<file path="config.mk">
export PLATFORM = sky130hd
export DESIGN_NAME = prog_clk_divider_flat
export DESIGN_NICKNAME = d
export VERILOG_FILES = /design/src/rtl/prog_clk_divider_if.sv /design/src/rtl/prog_clk_divider.sv /design/src/flat_wrapper.sv
export SDC_FILE = /design/constraint.sdc
export NUM_CORES = 1
export LEC_CHECK = 0
export ABC_CLOCK_PERIOD_IN_PS = 4100
export CORE_MARGIN = 4
export CORE_UTILIZATION = 60
export CTS_CLUSTER_SIZE = 8
export DETAILED_ROUTE_END_ITERATION = 8
export DONT_BUFFER_PORTS = 1
export GPL_TIMING_DRIVEN = 1
export HOLD_SLACK_MARGIN = 0.03
export PLACE_DENSITY_LB_ADDON = 0.1
export SLEW_MARGIN = 0
export SYNTH_ARGS = -nofsm -noshare
export SYNTH_HDL_FRONTEND = slang
export SYNTH_SLANG_ARGS = --single-unit
</file>
<file path="constraint.sdc">
create_clock -name clk_in -period 4.1 [get_ports clk_in]
set_input_delay 0.82 -clock clk_in [delete_from_list [all_inputs] [get_ports clk_in]]
set_output_delay 0.82 -clock clk_in [all_outputs]
set_load 0.1 [all_outputs]
</file>
<file path="src/rtl/prog_clk_divider_if.sv">
// Control/status bundle of the programmable feedback divider.
// The master side drives the ratio requests; the slave side is the divider itself.
interface prog_clk_divider_if #(
   parameter int WIDTH = 8
);
   logic             enable;
   logic [WIDTH-1:0] div_val;
   logic             div_load;
   logic             clk_out;
   logic             fb_tick;
   logic [WIDTH-1:0] div_cur;
   logic             load_ack;
   logic             div_err;

   modport master (
      output enable, div_val, div_load,
      input  clk_out, fb_tick, div_cur, load_ack, div_err
   );

   modport slave (
      input  enable, div_val, div_load,
      output clk_out, fb_tick, div_cur, load_ack, div_err
   );
endinterface

</file>
<file path="src/rtl/prog_clk_divider.sv">
// Programmable integer divider for the PLL feedback path. Ratio changes are
// shadowed and applied only on a period boundary, so clk_out never glitches.
module prog_clk_divider #(
   parameter int WIDTH       = 8,
   parameter int DEFAULT_DIV = 10
) (
   input  logic                 clk_in,
   input  logic                 rst_n,
   prog_clk_divider_if.slave    bus
);
   localparam logic [WIDTH-1:0] DEF_DIV = WIDTH'(DEFAULT_DIV);
   localparam logic [WIDTH-1:0] ONE     = WIDTH'(1);
   localparam logic [WIDTH-1:0] TWO     = WIDTH'(2);

   logic [WIDTH-1:0] cnt_q, cnt_d;
   logic [WIDTH-1:0] div_cur_q, div_cur_d;
   logic [WIDTH-1:0] pend_val_q, pend_val_d;
   logic             pend_q, pend_d;
   logic             clk_out_q, clk_out_d;
   logic             fb_tick_q, fb_tick_d;
   logic             load_ack_q, load_ack_d;
   logic             div_err_q, div_err_d;

   logic [WIDTH-1:0] last_cnt;
   logic [WIDTH-1:0] cnt_inc;
   logic [WIDTH-1:0] high_len;
   logic             boundary;

   always_comb begin
      last_cnt = div_cur_q - ONE;
      cnt_inc  = cnt_q + ONE;
      high_len = div_cur_q - (div_cur_q >> 1);
      // >= rather than == keeps the counter self-recovering from any stray value
      boundary = (cnt_q >= last_cnt);

      cnt_d      = cnt_q;
      div_cur_d  = div_cur_q;
      pend_val_d = pend_val_q;
      pend_d     = pend_q;
      clk_out_d  = clk_out_q;
      fb_tick_d  = 1'b0;
      load_ack_d = 1'b0;
      div_err_d  = div_err_q;

      if (bus.enable) begin
         if (boundary) begin
            cnt_d     = '0;
            clk_out_d = 1'b1;
            fb_tick_d = 1'b1;
            if (pend_q) begin
               div_cur_d  = pend_val_q;
               load_ack_d = 1'b1;
               pend_d     = 1'b0;
            end
         end else begin
            cnt_d     = cnt_inc;
            clk_out_d = (cnt_inc < high_len);
         end
      end

      // A load arriving on a boundary edge lands in the shadow after the
      // boundary consumed the old one, so it waits for the next boundary.
      if (bus.div_load) begin
         if (bus.div_val < TWO) begin
            div_err_d = 1'b1;
         end else begin
            pend_val_d = bus.div_val;
            pend_d     = 1'b1;
            div_err_d  = 1'b0;
         end
      end
   end

   always_ff @(posedge clk_in or negedge rst_n) begin
      if (!rst_n) begin
         cnt_q      <= DEF_DIV - ONE;
         div_cur_q  <= DEF_DIV;
         pend_val_q <= DEF_DIV;
         pend_q     <= 1'b0;
         clk_out_q  <= 1'b0;
         fb_tick_q  <= 1'b0;
         load_ack_q <= 1'b0;
         div_err_q  <= 1'b0;
      end else begin
         cnt_q      <= cnt_d;
         div_cur_q  <= div_cur_d;
         pend_val_q <= pend_val_d;
         pend_q     <= pend_d;
         clk_out_q  <= clk_out_d;
         fb_tick_q  <= fb_tick_d;
         load_ack_q <= load_ack_d;
         div_err_q  <= div_err_d;
      end
   end

   assign bus.clk_out  = clk_out_q;
   assign bus.fb_tick  = fb_tick_q;
   assign bus.div_cur  = div_cur_q;
   assign bus.load_ack = load_ack_q;
   assign bus.div_err  = div_err_q;
endmodule

</file>
<file path="src/flat_wrapper.sv">
// flat-port wrapper written by rule: the top's interface ports become plain ports
module prog_clk_divider_flat 
#(
   parameter int WIDTH       = 8,
   parameter int DEFAULT_DIV = 10
)
  (clk_in, rst_n, bus_enable, bus_div_val, bus_div_load, bus_clk_out, bus_fb_tick, bus_div_cur, bus_load_ack, bus_div_err);
  prog_clk_divider_if #(.WIDTH(WIDTH)) bus_i ();
  input  logic clk_in;
  input  logic rst_n;
  input wire logic [$bits(bus_i.enable)-1:0] bus_enable;
  input wire logic [$bits(bus_i.div_val)-1:0] bus_div_val;
  input wire logic [$bits(bus_i.div_load)-1:0] bus_div_load;
  output wire logic [$bits(bus_i.clk_out)-1:0] bus_clk_out;
  output wire logic [$bits(bus_i.fb_tick)-1:0] bus_fb_tick;
  output wire logic [$bits(bus_i.div_cur)-1:0] bus_div_cur;
  output wire logic [$bits(bus_i.load_ack)-1:0] bus_load_ack;
  output wire logic [$bits(bus_i.div_err)-1:0] bus_div_err;
  assign bus_i.enable = bus_enable;
  assign bus_i.div_val = bus_div_val;
  assign bus_i.div_load = bus_div_load;
  assign bus_clk_out = bus_i.clk_out;
  assign bus_fb_tick = bus_i.fb_tick;
  assign bus_div_cur = bus_i.div_cur;
  assign bus_load_ack = bus_i.load_ack;
  assign bus_div_err = bus_i.div_err;
  prog_clk_divider #(.WIDTH(WIDTH), .DEFAULT_DIV(DEFAULT_DIV)) u_core (.clk_in(clk_in), .rst_n(rst_n), .bus(bus_i));
endmodule
</file>
## Word-level counts from Yosys, hierarchy flattened

Cells that the tools add are included.
W data, S select, Z words.

- Flip-flop bits (word level): 29
- Input bits: 12

- $add $sub $neg: 3
- $lt $le $gt $ge: 3
- Multiplexer cells: 12
- Bitwise operators: 1
- Reductions and logical operators: 2

Operator list:

| cell | count |
|---|---|
| $mux W1 | 11 |
| $add A8 B1 Y8 const B | 1 |
| $ge A8 B8 Y1 | 1 |
| $lt A8 B2 Y1 const B | 1 |
| $lt A8 B8 Y1 | 1 |
| $mux W8 | 1 |
| $sub A8 B1 Y8 const B | 1 |
| $sub A8 B7 Y8 | 1 |
| $reduce_and A3 Y1 | 1 |
| $reduce_and A2 Y1 | 1 |
| $not A1 Y1 | 1 |

## Longest topological paths before layout

- Depth after elaboration: 6
- Gate-level depth with buffers: 15
- Mapped depth without buffers: 15

## Worst setup path before layout

Ideal clock, no wire load.

- Path kind: register -> register
- From: register u_core.div_cur_q[2], in the netlist u_core.bus.div_cur[2]
- To: register u_core.clk_out_q, in the netlist u_core.bus.clk_out
- Library setup time: 0.118 ns
- Data arrival time: 3.234 ns
- Path slack: 0.748 ns
- Stages on the path, launching flop included: 13
- Period minus slack after synthesis: 3.352 ns
- Cell sequence: dfrtp_1 inv_1 ha_1 nor3_1 a2111oi_2 a21oi_1 nor2_1 xnor2_1 ha_1 nand3_1 o31ai_1 a21oi_1 a21o_1

- Longest elaborated chain between the ends: 3

Ends and longest elaborated chain:

| what | RTL line | RTL |
|---|---|---|
| start: declaration | prog_clk_divider.sv:16 | `logic [WIDTH-1:0] div_cur_q, div_cur_d;` |
| start signal: assignment | prog_clk_divider.sv:86 | `div_cur_q <= div_cur_d;` |
| $sub A8 B7 Y8 / $sub A8 B1 Y8 (equally long branches) | prog_clk_divider.sv:32, prog_clk_divider.sv:30 |  |
| $lt A8 B8 Y1 / $ge A8 B8 Y1 (equally long branches) | prog_clk_divider.sv:57, prog_clk_divider.sv:34 |  |
| $mux W1 * | prog_clk_divider.sv:46 | `if (boundary) begin` |
| end signal: assignment | prog_clk_divider.sv:89 | `clk_out_q <= clk_out_d;` |
| end: declaration | prog_clk_divider.sv:19 | `logic clk_out_q, clk_out_d;` |

Every way passes the cells marked *; elsewhere a longest branch is shown, timed or not.
A chain may end at the register's enable or synchronous reset.

## Worst setup path in the final report

- From: register u_core.div_cur_q[1], in the netlist u_core.bus.div_cur[1]
- To: register u_core.clk_out_q, in the netlist u_core.bus.clk_out

Same word-level chain as after synthesis.

==> metrics.txt <==
status finished clean; DIE HEIGHT 66.7 um; die width 66.7 um; WL met3 165 um; # IOs 24; final setup vio count 0; crit start category flip-flop; vias in the first global route 1633; Setup CP Type flip-flop to flip-flop; top cells by area, synth dfrtp_1 28%, ha_1 19%, dfstp_2 7.6%; # nets final 268; post-synthesis cell area 2060 um2; CP max FO 4; top cell type by total area after synthesis dfrtp_1; Slew @ Worst Pin 0.962 ns; initial antenna violation count 0; cts repair resizes 0; die area 4440 um2; IO buf count 0; Detail Route Antenna Nets 0; via/cell ratio 5.75; M1 WL 1850 um; setup_tns 0 ns; Max Clock Freq 317 MHz; top routing layer in use met4; Unique masters post-synth 39; ant diodes 0; FP Rows 21; Hold Crit Class input port to asynchronous set/reset pin; Req. time, crit path 4.37 ns; Placer Congestion 0.870; Post-Syn Instances 213; Pre-Repair DR Iteration Count 4; Clock Sinks 29; number of remaining DRC errors 0; grt ovf 0; fin cells 271; Max Cap Viol 0; RSZ-0062 raised after global routing no; share of the synthesized area in the top cell type 27.9%; most frequent cells in the layout 31 x ha_1, 30 x nand2_1, 23 x inv_1, 23 x dfrtp_1, 14 x xnor2_1; register bit total from synthesis 29; Placed Instances 263; Initial Util 61.9%; Clk Latency, worst-skew pair 0.34 ns; most common cell after layout, fill and taps aside ha_1; clock root buffer clkbuf_4; # hold bufs at CTS 0; largest net degree at the start of global routing 30; syn nets 257; Area Overhead vs Synth 7.27%; CTS max path bufs 2; setup bufs post-CTS 0; Num CTS Buffers 5; Initial DRC Count 105; Arr. time, crit path 3.42 ns; Rel. slew slack 35.1%; All-Layer GR Usage 22.0%; pins over their slew limit 0; register area share after synthesis 35.5%; min Tclk post-route 3.15 ns; global-route wire length before repair 7220 um; yosys warns 0; post-DP HPWL 3320 um; CTS tree yes; Via Count 1558; clock skew 0.0208 ns; Syn Area/Cell 9.69 um2; final wirelength 4110 um; core area 3340 um2; CP endpoint kind flip-flop; H-tree depth 2; DR WL/cell 15.2 um; final hold violations 0; Clock Pin Slew Worst Setup and Hold Paths 0.10 ns; met2 routed WL 1960 um; share of layout cells above drive strength 1 15.1%; fin crit share 76.9%
[layer usage]
layer  vias to the layer above  global-route usage (%)
li1                        768                       -
met1                       741                    27.2
met2                        35                    35.0
met3                        14                    5.40
met4                         0                    11.9
met5                         -                       0
[cell usage after synthesis (all sizes together)]
master   instances
ha              31
nand2           30
dfrtp           23
inv             23
xnor2           14
a21oi           10
nand3           10
mux2             9
dfstp            6
o22ai            6
nor2             4
o21ai            4
a21o             3
and3             3
clkbuf           3
o21a             3
xor2             3
a22o             2
a31oi            2
nor2b            2
nor3b            2
o21bai           2
or3              2
or4              2
a2111oi          1
a211o            1
a211oi           1
and2             1
and2b            1
buf              1
fa               1
mux2i            1
nor3             1
nor4             1
nor4b            1
o211ai           1
o31ai            1
o41ai            1
[cells by family (layout without fill, tap and decap cells)]
kind of cell	count (synthesis)	count (layout)	share of synthesized area, %
compound gates	38	38	13.2
xor+xnor	17	17	7.21
fa+ha+maj	32	32	19.8
buf+inv	27	39	5.09
flops	29	29	35.5
mux	10	10	5.39
simple gates	60	60	13.8
[area by class of cell]
class,instances,area (um2)
Multi-Input combinational cell,157,1230
Timing Repair Buffer,8,60.1
Sequential cell,29,733
Tap cell,46,57.6
Clock buffer,6,41.3
Fill cell,294,1120
Clock inverter,2,10.0
Inverter,23,86.3
[critical path, stage by stage (launching register included)]
cell and delay [ns]:
dfstp_2 0.58, ha_1 0.17, inv_1 0.05, fa_1 0.40
nor2b_1 0.15, o21bai_1 0.18, nand2_1 0.11, xor2_1 0.18
ha_1 0.23, or4_1 0.47, a21oi_1 0.20, o31ai_1 0.11
a21oi_1 0.17, a21o_1 0.10
[path summary, 6_finish.rpt]
path,start,end,depth (start not counted),slack [ns]
max,u_core.bus.div_cur[1]$_DFFE_PN1P_,u_core.bus.clk_out$_DFFE_PN0P_,13,0.95
min,rst_n,u_core.cnt_q[4]$_DFFE_PN0P_,0,0.16
max reg2reg,u_core.bus.div_cur[1]$_DFFE_PN1P_,u_core.bus.clk_out$_DFFE_PN0P_,13,0.95
min reg2reg,u_core.pend_val_q[7]$_DFFE_PN0P_,u_core.pend_val_q[7]$_DFFE_PN0P_,2,0.47
max in group asynchronous,rst_n,u_core.bus.div_cur[3]$_DFFE_PN1P_,0,3.74
min in group clk_in,u_core.pend_val_q[7]$_DFFE_PN0P_,u_core.pend_val_q[7]$_DFFE_PN0P_,2,0.47
[registers in the layout (all words and copies together), names as in the netlist]
register	cells
u_core.bus.clk_out	1
u_core.bus.div_cur	8
u_core.bus.div_err	1
u_core.bus.fb_tick	1
u_core.bus.load_ack	1
u_core.cnt_q	8
u_core.pend_q	1
u_core.pend_val_q	8
[stage by stage]
stage	cell area (um2)	setup slack, ns	hold slack, ns	util (%)
CTS	2210	0.952	0.143	66.4
floorplan	2060	0.748	0.440	-
detailed placement	2160	0.982	0.459	64.8
finish	2210	0.948	0.157	66.4
global placement	2160	1.10	0.457	64.8
global route	2210	0.787	0.136	66.4
Power is not shown: default switching activity piles up to over one toggle a cycle in this logic, so the estimate is an artifact.
